--- src/rtl/vec_rf_rd_arb.sv ---
// Purpose : round-robin arbiter sharing RPORT register-file read ports among NREQ
//           operand-fetch requesters; routes returned read data back to the issuer.
// Latency : handshake at edge E -> rf_rd_en high after E -> rsp_valid high after edge E+1+RF_LAT.
// Backpressure: req_ready is the grant (at most RPORT per cycle); responses cannot be stalled.
//
// Ports:
//   clk, rst_n (sync, active-low), clk_en (global hold when low)
//   req_valid/req_addr/req_ready : per-requester read request and grant
//   rf_rd_en/rf_rd_addr          : registered register-file read port controls
//   rf_rd_data                   : register-file data, valid RF_LAT cycles after rf_rd_en
//   rsp_valid/rsp_data           : registered per-requester read response
module vec_rf_rd_arb #(
  parameter int NREQ   = 4,
  parameter int RPORT  = 2,
  parameter int XLEN   = 64,
  parameter int RF_LAT = 1
) (
  input  logic                             clk,
  input  logic                             rst_n,
  input  logic                             clk_en,
  input  logic [NREQ-1:0]                  req_valid,
  input  logic [NREQ-1:0][4:0]             req_addr,
  output logic [NREQ-1:0]                  req_ready,
  output logic [RPORT-1:0]                 rf_rd_en,
  output logic [RPORT-1:0][4:0]            rf_rd_addr,
  input  logic [RPORT-1:0][XLEN-1:0]       rf_rd_data,
  output logic [NREQ-1:0]                  rsp_valid,
  output logic [NREQ-1:0][XLEN-1:0]        rsp_data
);

  localparam int IDW = $clog2(NREQ);
  localparam int SW  = IDW + 1;
  // Stage 0 of the tag pipeline travels alongside rf_rd_en; the remaining
  // RF_LAT stages cover the register-file access, so the last stage lines up
  // with the cycle in which rf_rd_data is valid.
  localparam int TD  = RF_LAT + 1;

  logic [IDW-1:0]                    rr_ptr_q, rr_ptr_d;
  logic [RPORT-1:0]                  gnt_vld;
  logic [RPORT-1:0][IDW-1:0]         gnt_id;

  logic [RPORT-1:0]                  rf_rd_en_q, rf_rd_en_d;
  logic [RPORT-1:0][4:0]             rf_rd_addr_q, rf_rd_addr_d;
  logic [RPORT-1:0][TD-1:0]          tag_vld_q, tag_vld_d;
  logic [RPORT-1:0][TD-1:0][IDW-1:0] tag_id_q, tag_id_d;
  logic [NREQ-1:0]                   rsp_valid_q, rsp_valid_d;
  logic [NREQ-1:0][XLEN-1:0]         rsp_data_q, rsp_data_d;

  // ---------------------------------------------------------------------------
  // Grant: scan from rr_ptr, hand the first RPORT valid requesters to ports
  // 0..RPORT-1 in scan order. Depends only on req_valid and rr_ptr.
  // ---------------------------------------------------------------------------
  always_comb begin : p_grant
    logic [SW-1:0]  scan_sum;
    logic [IDW-1:0] scan_id;
    logic           placed;
    scan_sum  = '0;
    scan_id   = '0;
    placed    = 1'b0;
    gnt_vld   = '0;
    gnt_id    = '0;
    req_ready = '0;
    rr_ptr_d  = rr_ptr_q;
    if (clk_en && rst_n) begin
      for (int o = 0; o < NREQ; o++) begin
        // (rr_ptr + o) mod NREQ without a divider; NREQ need not be a power of two.
        scan_sum = {1'b0, rr_ptr_q} + SW'(o);
        if (scan_sum >= SW'(NREQ)) begin
          scan_sum = scan_sum - SW'(NREQ);
        end
        scan_id = scan_sum[IDW-1:0];
        placed  = 1'b0;
        if (req_valid[scan_id]) begin
          // First free port is port k where k = number of grants so far.
          for (int k = 0; k < RPORT; k++) begin
            if (!placed && !gnt_vld[k]) begin
              gnt_vld[k] = 1'b1;
              gnt_id[k]  = scan_id;
              placed     = 1'b1;
            end
          end
        end
        if (placed) begin
          req_ready[scan_id] = 1'b1;
          // Later grants overwrite earlier ones, leaving last-granted id + 1.
          rr_ptr_d = (scan_id == IDW'(NREQ - 1)) ? '0 : scan_id + IDW'(1);
        end
      end
    end
  end

  // ---------------------------------------------------------------------------
  // Issue, tag tracking and response routing. With clk_en low every _d equals
  // its _q, so the whole datapath (and the gated register file) stays aligned.
  // ---------------------------------------------------------------------------
  always_comb begin : p_datapath
    rf_rd_en_d   = rf_rd_en_q;
    rf_rd_addr_d = rf_rd_addr_q;
    tag_vld_d    = tag_vld_q;
    tag_id_d     = tag_id_q;
    rsp_valid_d  = rsp_valid_q;
    rsp_data_d   = rsp_data_q;
    if (clk_en) begin
      for (int k = 0; k < RPORT; k++) begin
        rf_rd_en_d[k] = gnt_vld[k];
        if (gnt_vld[k]) begin
          rf_rd_addr_d[k] = req_addr[gnt_id[k]];
        end
        tag_vld_d[k][0] = gnt_vld[k];
        tag_id_d[k][0]  = gnt_id[k];
        for (int s = 1; s < TD; s++) begin
          tag_vld_d[k][s] = tag_vld_q[k][s-1];
          tag_id_d[k][s]  = tag_id_q[k][s-1];
        end
      end
      // A requester issues at most one read per cycle, so at most one port
      // can target a given requester here; no collision handling is needed.
      rsp_valid_d = '0;
      for (int k = 0; k < RPORT; k++) begin
        if (tag_vld_q[k][TD-1]) begin
          rsp_valid_d[tag_id_q[k][TD-1]] = 1'b1;
          rsp_data_d[tag_id_q[k][TD-1]]  = rf_rd_data[k];
        end
      end
    end
  end

  // Reset wins over clk_en and drops any reads still in flight.
  always_ff @(posedge clk) begin
    if (!rst_n) begin
      rr_ptr_q     <= '0;
      rf_rd_en_q   <= '0;
      rf_rd_addr_q <= '0;
      tag_vld_q    <= '0;
      tag_id_q     <= '0;
      rsp_valid_q  <= '0;
      rsp_data_q   <= '0;
    end else begin
      rr_ptr_q     <= rr_ptr_d;
      rf_rd_en_q   <= rf_rd_en_d;
      rf_rd_addr_q <= rf_rd_addr_d;
      tag_vld_q    <= tag_vld_d;
      tag_id_q     <= tag_id_d;
      rsp_valid_q  <= rsp_valid_d;
      rsp_data_q   <= rsp_data_d;
    end
  end

  assign rf_rd_en   = rf_rd_en_q;
  assign rf_rd_addr = rf_rd_addr_q;
  assign rsp_valid  = rsp_valid_q;
  assign rsp_data   = rsp_data_q;

endmodule

--- config.mk ---
export PLATFORM = sky130hd
export DESIGN_NAME = vec_rf_rd_arb
export DESIGN_NICKNAME = d
export VERILOG_FILES = /design/src/rtl/vec_rf_rd_arb.sv
export SDC_FILE = /design/constraint.sdc
export NUM_CORES = 1
export LEC_CHECK = 0
export ABC_AREA = 1
export CORE_ASPECT_RATIO = 0.6
export CORE_MARGIN = 4
export CORE_UTILIZATION = 42
export DETAILED_ROUTE_END_ITERATION = 8
export GPL_TIMING_DRIVEN = 0
export PLACE_DENSITY_LB_ADDON = 0.08
export SLEW_MARGIN = 5
export SYNTH_ARGS = -nofsm -noshare
export SYNTH_HDL_FRONTEND = slang
export SYNTH_SLANG_ARGS = --single-unit
--- constraint.sdc ---
create_clock -name clk -period 2.5 [get_ports clk]
set_input_delay 0.5 -clock clk [delete_from_list [all_inputs] [get_ports clk]]
set_output_delay 0.5 -clock clk [all_outputs]
set_load 0.02 [all_outputs]
==> run metrics, run 1 <==
Post-Synthesis Cells 1906; share of layout cells above drive strength 1 7.750%; Worst Path Max Fanout 5; Max clock buf depth 3; most used flip-flop cell after synthesis dfxtp_1; CP max stage delay 400 ps; CTS tree built; cell internal pwr 9535 uW; Unique masters post-synth 29; syn avg cell area 6.923 um2; PwrDens 763.0 mW/mm2; remaining antenna violation count 0; Die X 236.8 um; Fin Setup TNS -2025 ps; DR vias/cell 5.575; area leader, netlist dfxtp_1; Cell Rows 49; Initial Util 43.30%; final setup fails 4; nets@finish 2561; leak pwr 0.007905 uW; gp weighted congestion 0.9588; Tmin final 3075 ps; first-pass GRT wire length 87.25 mm; Arrival @ worst endpoint 2570 ps; failing checks setup timing; Buffers & Inverters on Critical Path 4; Net Sw Frac 35.90%; vias 15.76k; DP HPWL 44.20 mm; synthesized cell area 0.01320 mm2; period utilisation layout 123.0%; most frequent cell after synthesis nand2_1; DP Worst Slack -1097 ps; Final Hold Viols 0; CP Capture Type primary output; register bit total from synthesis 284; crit path kind reg -> out; clk sinks 284; Slowest-stage cell, CP dfxtp_4; yosys warns 0; Slew Viols, Final 0; fmax 325.2 MHz; post-synth top area share 43.09%; area occupied by multi-input gates 0.006591 mm2; Total Routing Usage GR 31.60%; register area share after synthesis 43.09%; num ports 431; hold crit path type reg -> reg; initial antenna violation count 7; RSZ-0062 raised after global routing yes; max-cap violations 0; Area Overhead vs Synth 47.74%; Synth top cells by count nand2_1 (424), o21ai_0 (363), dfxtp_1 (284); PortBufs 429; Worst-Skew Late Latency 560 ps; Die Area 0.03441 mm2; Syn Nets 2074; final WL 58.67 mm; combinational cell fraction of total power 36.9%; final hold slack 469.8 ps; measured slew at the worst slew-check pin 895.8 ps; peak supply drop 0.6449 mV; NetSw 5339 uW; synth top area cells dfxtp_1 (43%), o21ai_0 (14%), nand2_1 (12%); setup skew after layout 6.747 ps; status complete, but fails checks; worst relative slew slack 40.28%; DR WL/cell 20.75 um; Clock power frac 29.5%; Die Ht 145.3 um; vias in the first global route 14.43k; worst-path cell chain inv_8, ha_4, nand3_4, nand2_8, inv_8, ha_4, nor2_4, inv_2, nor2_2, a221oi_2, a21oi_4, buf_6; EDFF count, synth 0; CTS H-tree lvls 1; initial drt markers 1457; CORE AREA 0.03047 mm2; CTS root buffer clkbuf_16; DRT Pass-1 Iters 5; gr ovfl total 0; sequential cell area 0.005693 mm2; largest net degree at the start of global routing 15; Finished Core Util 63.98%; Reg power frac 33.6%; CP Data Required Time 2000 ps; fillers 2752; CTS Buf Count 28; CP Launch Type flip-flop; delay-heaviest family, CP simple AND/OR/NAND/NOR gates; asr flop ratio synth 0%; clk slew on worst S/H paths 60 ps; final worst slack -574.8 ps; DRC 0
-- power groups by stage --
| stage | logic [uW] | clock network (uW) | registers (uW) |
|---|---|---|---|
| floorplan | 2390 | 0 | 5310 |
| global placement | 4150 | 0 | 5090 |
| detailed placement | 4190 | 0 | 5100 |
| CTS | 4960 | 4420 | 4980 |
| global route | 5900 | 4620 | 5010 |
| finish | 5500 | 4390 | 4990 |
-- path summary, 6_finish.rpt --
check | from | endpoint | slack, ps | depth (start not counted)
worst max-delay path | rr_ptr_q[0] | req_ready[2] | -570 | 12
worst min-delay path | rsp_valid[3] | rsp_valid[3] | 470 | 2
worst max register to register | rr_ptr_q[0] | rf_rd_addr[4] | 10 | 16
worst min register to register | rsp_valid[3] | rsp_valid[3] | 470 | 2
-- metal layers --
layer	global-route usage, %	share of wire (%)	vias to the layer above
met5	0	0.022	-
met4	8.836	3.2	2
met3	7.530	10	111
met2	48.29	43	848
met1	44.75	44	7446
li1	-	-	7354
-- final cells by class --
class | instances | share of cell area, %
inverters | 134 | 2.741
plain buffers | 152 | 3.485
clock inverters | 10 | 0.5391
multi-input cells | 1335 | 33.81
clock buffers | 40 | 4.242
repair buffers | 457 | 23.26
diodes | 6 | 0.07702
flip-flops and latches | 284 | 29.20
well taps | 408 | 2.619
repair inverters | 1 | 0.02567
-- registers in the layout, summed over array words and instances (netlist names) --
signal,flops
rf_rd_addr,10
rf_rd_en,1
rr_ptr_q,2
rsp_data,256
rsp_valid,4
tag_id_q,8
tag_vld_q,3
-- cell families (layout without fill, tap and decap cells) --
family          count (synthesis)  count (layout)  synth area share, %
other cells                     0               6                    0
compound gates                586             586                24.77
buf+inv                       287             794                8.856
fa+ha+maj                      13              13                1.233
simple gates                  735             735                21.98
mux                             1               1              0.07586
flops                         284             284                43.09
-- per-stage QoR --
stage	instances	area, um2	power (uW)
3_3_place_gp	2743	18090	9241
2_1_floorplan	1906	13290	7700
6_report	2827	19490	14870
3_5_place_dp	2743	18090	9287
4_1_cts	2811	19330	14350
5_1_grt	2827	19490	15530
-- worst register-to-register path, stage by stage, from the launching register on --
cell and delay, ps:
dfxtp_4 400, inv_8 50, ha_4 320, nand3_4 120
nand2_8 120, buf_12 110, ha_4 150, inv_2 40
nor2_1 160, inv_2 80, o21ai_0 310, o21bai_4 160
inv_2 120, nand3_1 70, nand2_1 80, nand2_1 70
nand2_1 60
-- placed cells by master (no fill, tap or decap), types with 3 or more instances in the layout --
cell type / synthesis / layout
nand2_2: 3 / 5
buf_6: 0 / 6
a221oi_2: 0 / 3
nand2_4: 0 / 6
nor2_1: 226 / 224
a21oi_4: 0 / 3
inv_4: 0 / 3
buf_1: 4 / 4
dfxtp_1: 284 / 282
buf_2: 37 / 33
nor3_1: 3 / 3
nand4_1: 11 / 11
a311oi_1: 79 / 79
buf_4: 12 / 37
nand3_1: 65 / 61
inv_2: 10 / 16
clkdlybuf4s50_1: 0 / 425
inv_8: 0 / 3
clkbuf_8: 0 / 6
nand2_1: 424 / 415
clkbuf_2: 0 / 3
o22ai_1: 7 / 7
diode_2: 0 / 6
clkbuf_1: 100 / 102
clkbuf_16: 0 / 29
clkinv_2: 0 / 6
ha_1: 13 / 9
inv_1: 123 / 112
o21ai_0: 363 / 362
a21oi_1: 127 / 124
ha_4: 0 / 4
-- timing repair --
item | CTS | global route
pin swaps | 13 | 9
cloned | 0 | 1
endpoints found under the setup margin | 20 | 128
resized for setup | 61 | 26
hold buffers | 0 | 0
buffers inserted | 18 | 10
Note: power is estimated with default switching activity, not from simulation.
==> run 2, diff against run 1 <==
MAX_ROUTING_LAYER = met4   (was default)
==> run 2 against run 1 <==
Against the previous run: the flow still finishes with violations (setup timing); core utilization rose by 0.73 points; clock skew rose by 4.8 ps; critical path depth rose by 3; count of clock-buffer cells in the layout fell by 6; routed wire length rose by 0.17%; worst hold slack improved by 8.7 ps; register-to-register slack improved by 100 ps; clock power rose by 9.1%; via count fell by 0.33%; setup slack improved by 76 ps; final area rose by 1.1%; first-iteration DRC count rose by 6.2%; largest power group unchanged.
==> run metrics, run 2 (same netlist as run 1, synthesis figures left out) <==
CTS root buffer clkbuf_16; Area Overhead vs Synth 49.43%; gp weighted congestion 0.9619 (+0.32%); Hold Crit Depth 2 (unchanged); HP Start rf_rd_addr[1]; Slew Viols, Final 0 (unchanged); Endpoint, Worst Hold rf_rd_addr[1]; DP HPWL 44.26 mm (+0.15%); Initial Util 43.30% (unchanged); CTS H-tree lvls 1 (unchanged); Die Ht 145.3 um (unchanged); final worst slack -498.4 ps (+76.38 ps); final WL 58.76 mm (+0.17%); worst relative slew slack 37.73% (-2.5 points); Max clock buf depth 3 (unchanged); CTS tree built; leak pwr 0.007996 uW (+1.1%); fillers 2689 (-2.3%); PortBufs 429 (unchanged); clk sinks 284 (unchanged); remaining antenna violation count 0 (unchanged); initial drt markers 1547 (+6.2%); Arrival @ worst endpoint 2500 ps (-70 ps); failing checks setup timing; setup skew after layout 11.59 ps (+4.845 ps); CTS Buf Count 28 (unchanged); Cell Area, Placed 0.01809 mm2 (unchanged); vias 15.71k (-0.33%); period utilisation layout 119.9% (-3.1 points); first-pass GRT wire length 87.80 mm (+0.62%); commonest non-fill, non-tap cell in the layout clkdlybuf4s50_1; clk slew on worst S/H paths 70 ps (about the same); final hold slack 478.5 ps (+8.699 ps); DRC 0 (unchanged); status complete, but fails checks; R2R Path End rr_ptr_q[1]; PwrDens 783.2 mW/mm2 (+2.7%); crit path kind reg -> out; worst reg2reg path depth 16 (unchanged); Pwr Total 15440 uW (+3.8%); r2r startpoint rr_ptr_q[0]; Worst Path Max Fanout 10 (+5); most frequent cells in the layout clkdlybuf4s50_1 (425), nand2_1 (406), o21ai_0 (362); CP Capture Type primary output; Worst-Skew Late Latency 560 ps (about the same); Tmin final 2998 ps (-76.38 ps); fmax 333.5 MHz (+2.5%); Die X 236.8 um (unchanged); max reg flops 256 (unchanged); hold crit path type reg -> reg; gr ovfl total 0 (unchanged); CP Launch Type flip-flop; CP Data Required Time 2000 ps (about the same); RSZ-0062 raised after global routing yes; DR WL/cell 20.74 um (about the same); num ports 431 (unchanged); peak supply drop 0.5768 mV (-11%); nets@finish 2566 (+0.20%); R2R setup slack 110 ps (+100 ps); Total Routing Usage GR 32.86% (+1.3 points); DRT Pass-1 Iters 5 (unchanged); share of layout cells above drive strength 1 8.512% (+0.76 points); CORE AREA 0.03047 mm2 (unchanged); max-cap violations 0 (unchanged); final setup fails 4 (unchanged); Final Hold Viols 0 (unchanged); DR vias/cell 5.545 (-0.54%); Die Area 0.03441 mm2 (unchanged); vias in the first global route 14.47k (+0.28%); measured slew at the worst slew-check pin 934.0 ps (+38.21 ps); initial antenna violation count 5 (-2); cell area after layout 0.01972 mm2 (+1.1%); Cell Rows 49 (unchanged); largest net degree at the start of global routing 16 (+1)
## run 2: through the flow
stage	std cells	setup slack [ps]	setup TNS [ps]	util [%]
final	2833	-498.4	-1946	64.71
after global routing	2833	-594.3	-2638	64.71
after CTS	2817	-527.8	-3147	63.91
after detailed placement	2743	-1105	-37690	59.37
after global placement	2743	-1086	-33270	59.37
after floorplan	1906	19.73	0	-
## run 2: critical path, cell delays in order, from the launching register on
cell and delay (ps):
dfxtp_4 380, buf_4 190, nand2_1 90, nand2_1 70, nand2_2 80, nand2_4 80
buf_4 150, ha_4 150, inv_2 50, nand2_2 70, nand2_2 100, nand2_4 80
inv_8 90, nand2_4 50, a21oi_4 160, buf_6 140
## run 2: worst max path at each step
stage	cells past startpoint	start	end
after floorplan	15	rr_ptr_q[0]	req_ready[3]
after global placement	14	req_valid[3]	req_ready[3]
after detailed placement	14	req_valid[0]	req_ready[3]
after CTS	15	rr_ptr_q[0]	req_ready[3]
after global routing	13	rr_ptr_q[0]	req_ready[2]
final	15	rr_ptr_q[0]	req_ready[1]
## run 2: what timing repair did
action / CTS / global route
gates resized for setup: 65 / 43
pin swaps: 13 / 13
setup buffers: 21 / 16
setup endpoints to repair: 19 / 127
gates cloned: 1 / 1
hold buffers: 0 / 0
## run 2: area by class of cell
class	instances	area (um2)	area share [%]
Antenna cell	5	12.51	0.06346
Buffer	152	679.4	3.446
Clock buffer	34	774.5	3.928
Clock inverter	18	251.5	1.275
Inverter	134	538.0	2.729
Multi-Input combinational cell	1335	6648	33.71
Sequential cell	284	5693	28.87
Tap cell	408	510.5	2.589
Timing Repair Buffer	462	4604	23.35
Timing Repair inverter	1	6.256	0.03173
## run 2: layer usage
metal / track usage (%) / vias to the layer above / part of all wire [%]
li1: - / 7372 / -
met1: 45.54 / 7385 / 44
met2: 47.92 / 830 / 43
met3: 6.810 / 122 / 9.4
met4: 10.97 / 0 / 3.8
met5: - / - / 0
## run 2: where the power goes
| group | internal [uW] | leakage (uW) | switching, uW | total [uW] |
|---|---|---|---|---|
| clock | 2830 | 0.000502 | 1960 | 4790 |
| combinational | 2330 | 0.00520 | 3330 | 5660 |
| sequential | 4810 | 0.00230 | 185 | 5000 |
| total | 9970 | 0.00800 | 5470 | 15400 |
==> RTL change 1 (flow settings as in run 1) <==
Reset style: asynchronous (`rst_n`), changed in one clocked block.
--- a/src/rtl/vec_rf_rd_arb.sv
+++ b/src/rtl/vec_rf_rd_arb.sv
@@ -128,3 +128,3 @@
   // Reset wins over clk_en and drops any reads still in flight.
-  always_ff @(posedge clk) begin
+  always_ff @(posedge clk or negedge rst_n) begin
     if (!rst_n) begin
Function: differs if rst_n is asserted again (counterexample within 4 cycles, from zero or initial values and one cycle with rst_n low); with rst_n held inactive, the same outputs for 4 cycles.
==> RTL change 1 against run 1 <==
The run ends with negative hold slack, negative setup slack left. Area after synthesis rose by 7.0%. Final area is 7.3% higher. Non-clock buffer count fell by 20. Setup slack got worse by 0.042 ns. Routed wire length down 2.1%. Sequential cell count did not move. Global-route usage decreased by 1.7 points. Largest cell class is now registers.
Power is not compared: it rests on default switching activity, and its combinational part moved more than twofold at a synthesized area within 25%.
==> RTL change 1: results (changes against run 1) <==
| Metric | Value |
|---|---|
| Highest Signal Layer | `met4` |
| FF-to-FF End | `rf_rd_addr[9]` |
| Largest cells by area after synthesis | `dfrtp_1 50%, o21ai_0 16%, nand2_1 15%` |
| Met2 Use GR | `46.2% (-2.1 points)` |
| Inverters | `182 (+35%)` |
| Clk cell area share | `5.34% (+0.56 points)` |
| Repair and plain buffers | `589 (-3.3%)` |
| Failing checks | `negative hold slack, negative setup slack` |
| IO buf count | `430 (+0.23%)` |
| Grt met1 use | `42.9% (-1.9 points)` |
| Synth Net Count | `1990 (-4.1%)` |
| Status | `finished with violations` |
| Number of multi-input logic gates | `1232 (-7.7%)` |
| Largest net degree at the start of global routing | `106 (+91)` |
| Tap cell count | `450 (+10%)` |
| CP Data Arrival Time | `2.62 ns (+0.05 ns)` |
| Top cell category | `registers` |
| HPWL Detailed | `42700 µm (-3.3%)` |
| Setup TNS | `-5.65 ns (-3.63 ns)` |
| Multi-input gate share of the layout cell area | `29.7% (-4.1 points)` |
| Wire length on met3 | `5120 µm (-14%)` |
| Sequential cell area share | `34.0% (+4.8 points)` |
| CP max stage cell | `dfrtp_2` |
| Final hold viol count | `82 (+82)` |
| Yosys cell types | `35 (+21%)` |
| Routed wl met2 | `25800 µm (+2.1%)` |
| FFs & Latches | `284 (unchanged)` |
| Post-Synth XOR/XNOR Area | `0.0620% (+0.062 points)` |
| Final setup fails | `11 (+7)` |
| Worst min path class | `in2async` |
| Synth Area in Compound Gates | `20.8% (-4.0 points)` |
| Fin Hold WS | `-0.170 ns (-0.640 ns)` |
| Initial antenna violation count | `4 (-3)` |
| Via Count | `15100 (-4.3%)` |
| Metal-1 WL | `25000 µm (-2.6%)` |
| Ys async rst share | `100% (+100 points)` |
| Avg Inst Size Synth | `7.75 µm² (+12%)` |
| Non-clock buffer share | `24.8% (-2.0 points)` |
| Post-Place Worst Slack | `-1.20 ns (-0.107 ns)` |
| Fillers | `2866 (+4.1%)` |
| Final setup margin | `-0.617 ns (-0.0423 ns)` |
| Synth Area in Adders | `1.15% (-0.081 points)` |
| First-pass GRT wire length | `86000 µm (-1.4%)` |
| Num CTS Buffers | `30 (+7.1%)` |
| Worst R2R Path Depth | `26 (+10)` |
| GR Util All Layers | `29.9% (-1.7 points)` |
| Most common library cells after synthesis | `582 x nand2_1, 457 x o21ai_0, 284 x dfrtp_1` |
| Crit path max-delay family | `buffers and inverters` |
| Worst Setup EP | `req_ready[3]` |
| Global-route track usage on met3 | `6.20% (-1.3 points)` |
| Final cell count without fillers | `2796 (-1.1%)` |
| WL final | `57400 µm (-2.1%)` |
| Post-synthesis sequential area ratio | `50.3% (+7.2 points)` |
[RTL change 1: changes by cell type after synthesis, sizes merged, moves of 15 or more]
cell           run 1  this run
buf               53        23
nand2            427       591
a311oi            79         0
nor2             226        16
dfrtp              0       284
dfxtp            284         0
o21ai            365       461
o211ai             0        64
a21oi            128        12
nand3             65        50
inv              133       182
[RTL change 1: where the power goes]
group / switching [mW] / internal (mW)
logic: 8.89 / 6.36
clock network: 1.96 / 3.09
registers: 1.28 / 6.63
total: 12.1 / 16.1
[RTL change 1: logic make-up after synthesis]
logic type / after synthesis
and+or+nand+nor: 672
AOI/OAI and AO/OA: 546
buffers and inverters: 306
DFF: 284
adders and majority gates: 13
xor gates and xnor gates: 1
[RTL change 1: what timing repair did]
action | CTS | global route
endpoints found under the hold margin | 82 | 82
resized for setup | 58 | 60
cloned | 0 | 1
pin swaps | 14 | 18
endpoints found under the setup margin | 32 | 36
setup buffers | 25 | 10
==> RTL change 2 (settings of run 1) <==
Made on the original files. `NREQ`: 4 -> 8.
--- a/src/rtl/vec_rf_rd_arb.sv
+++ b/src/rtl/vec_rf_rd_arb.sv
@@ -12,3 +12,3 @@
 module vec_rf_rd_arb #(
-  parameter int NREQ   = 4,
+  parameter int NREQ   = 8,
   parameter int RPORT  = 2,
Ports: changed (5 resized); port bits go from 431 to 719. No check against the original RTL was run, so the function may have changed too.
==> RTL change 2 against run 1 <==
The flow still finishes with violations (negative setup slack). Final area up 93%. Synthesized cell count up 90%. Sequential power up 85%. Area after synthesis up 99%. Setup slack worse by 1.5 ns. Routed wire length up 140%. Die area up 93%. Power up 110%. First-iteration DRC count rose to 3.0 times the old value. Count of clock-buffer cells in the layout up 40. Sequential cell count up 265. Largest cell class unchanged. Largest power group unchanged. Highest routed layer is now met4.
==> RTL change 2: results (changes against run 1) <==
| Metric | Value |
|---|---|
| Status | `finished with violations` |
| Failing checks | `negative setup slack` |
| Worst Setup EP | `req_ready[4]` |
| Setup TNS | `-38.71 ns (-36.68 ns)` |
| Flop pwr share | `29.7% (-3.9 points)` |
| Vias in the first global route | `28600 (+98%)` |
| Inverters | `155 (+15%)` |
| Worst vdd ir | `0.565 mV (-12%)` |
| Tap cell count | `828 (+100%)` |
| Avg Vias per Cell | `6.00 (+7.7%)` |
| Num CTS Buffers | `54 (+93%)` |
| Num Clock Sinks | `549 (+93%)` |
| Clk pwr | `8.44 mW (+92%)` |
| CP max stage delay | `0.37 ns (-0.03 ns)` |
| HPWL Detailed | `106000 µm (+140%)` |
| Final setup fails | `29 (+25)` |
| Non-clock buffer share | `24.3% (-2.4 points)` |
| Worst R2R Path Depth | `27 (+11)` |
| CLK BUF | `80 (+100%)` |
| Sw power | `12.4 mW (+130%)` |
| Max reg flops | `512 (+100%)` |
| Post-Place Worst Slack | `-2.46 ns (-1.36 ns)` |
| Final Skew | `0.0247 ns (+0.0180 ns)` |
| IO buf count | `663 (+55%)` |
| Number of multi-input logic gates | `2564 (+92%)` |
| Final setup margin | `-2.05 ns (-1.48 ns)` |
[RTL change 2: cell count changes in the layout (fill, tap and decap cells not counted), sizes merged, moves of 21 or more]
cell           delta
a21oi           +106
a311oi          +157
a31oi            +88
buf              +74
clkbuf          +222
clkdlybuf4s50   +230
dfxtp           +265
mux2i            +84
nand2           +470
nand3            +56
nor2             +87
o211ai           +21
o21ai           +140
[RTL change 2: cell families (layout without fill, tap and decap cells)]
group / Yosys count / count (layout) / synth area share, %
AND/OR/NAND/NOR: 1342 / 1343 / 20.5
AO/OA/AOI/OAI: 1113 / 1113 / 25.6
flip-flops: 549 / 549 / 41.9
buffers and inverters: 513 / 1344 / 7.58
multiplexers: 85 / 85 / 3.25
adder cells (fa/ha/maj): 23 / 23 / 1.10
other: 0 / 9 / 0
[RTL change 2: metal layers]
metal  GRT usage [%]  wire length (µm)
met2            55.4             56300
met4            16.0              6200
met5               0                 0
met1            58.0             59500
met3            12.6             19300
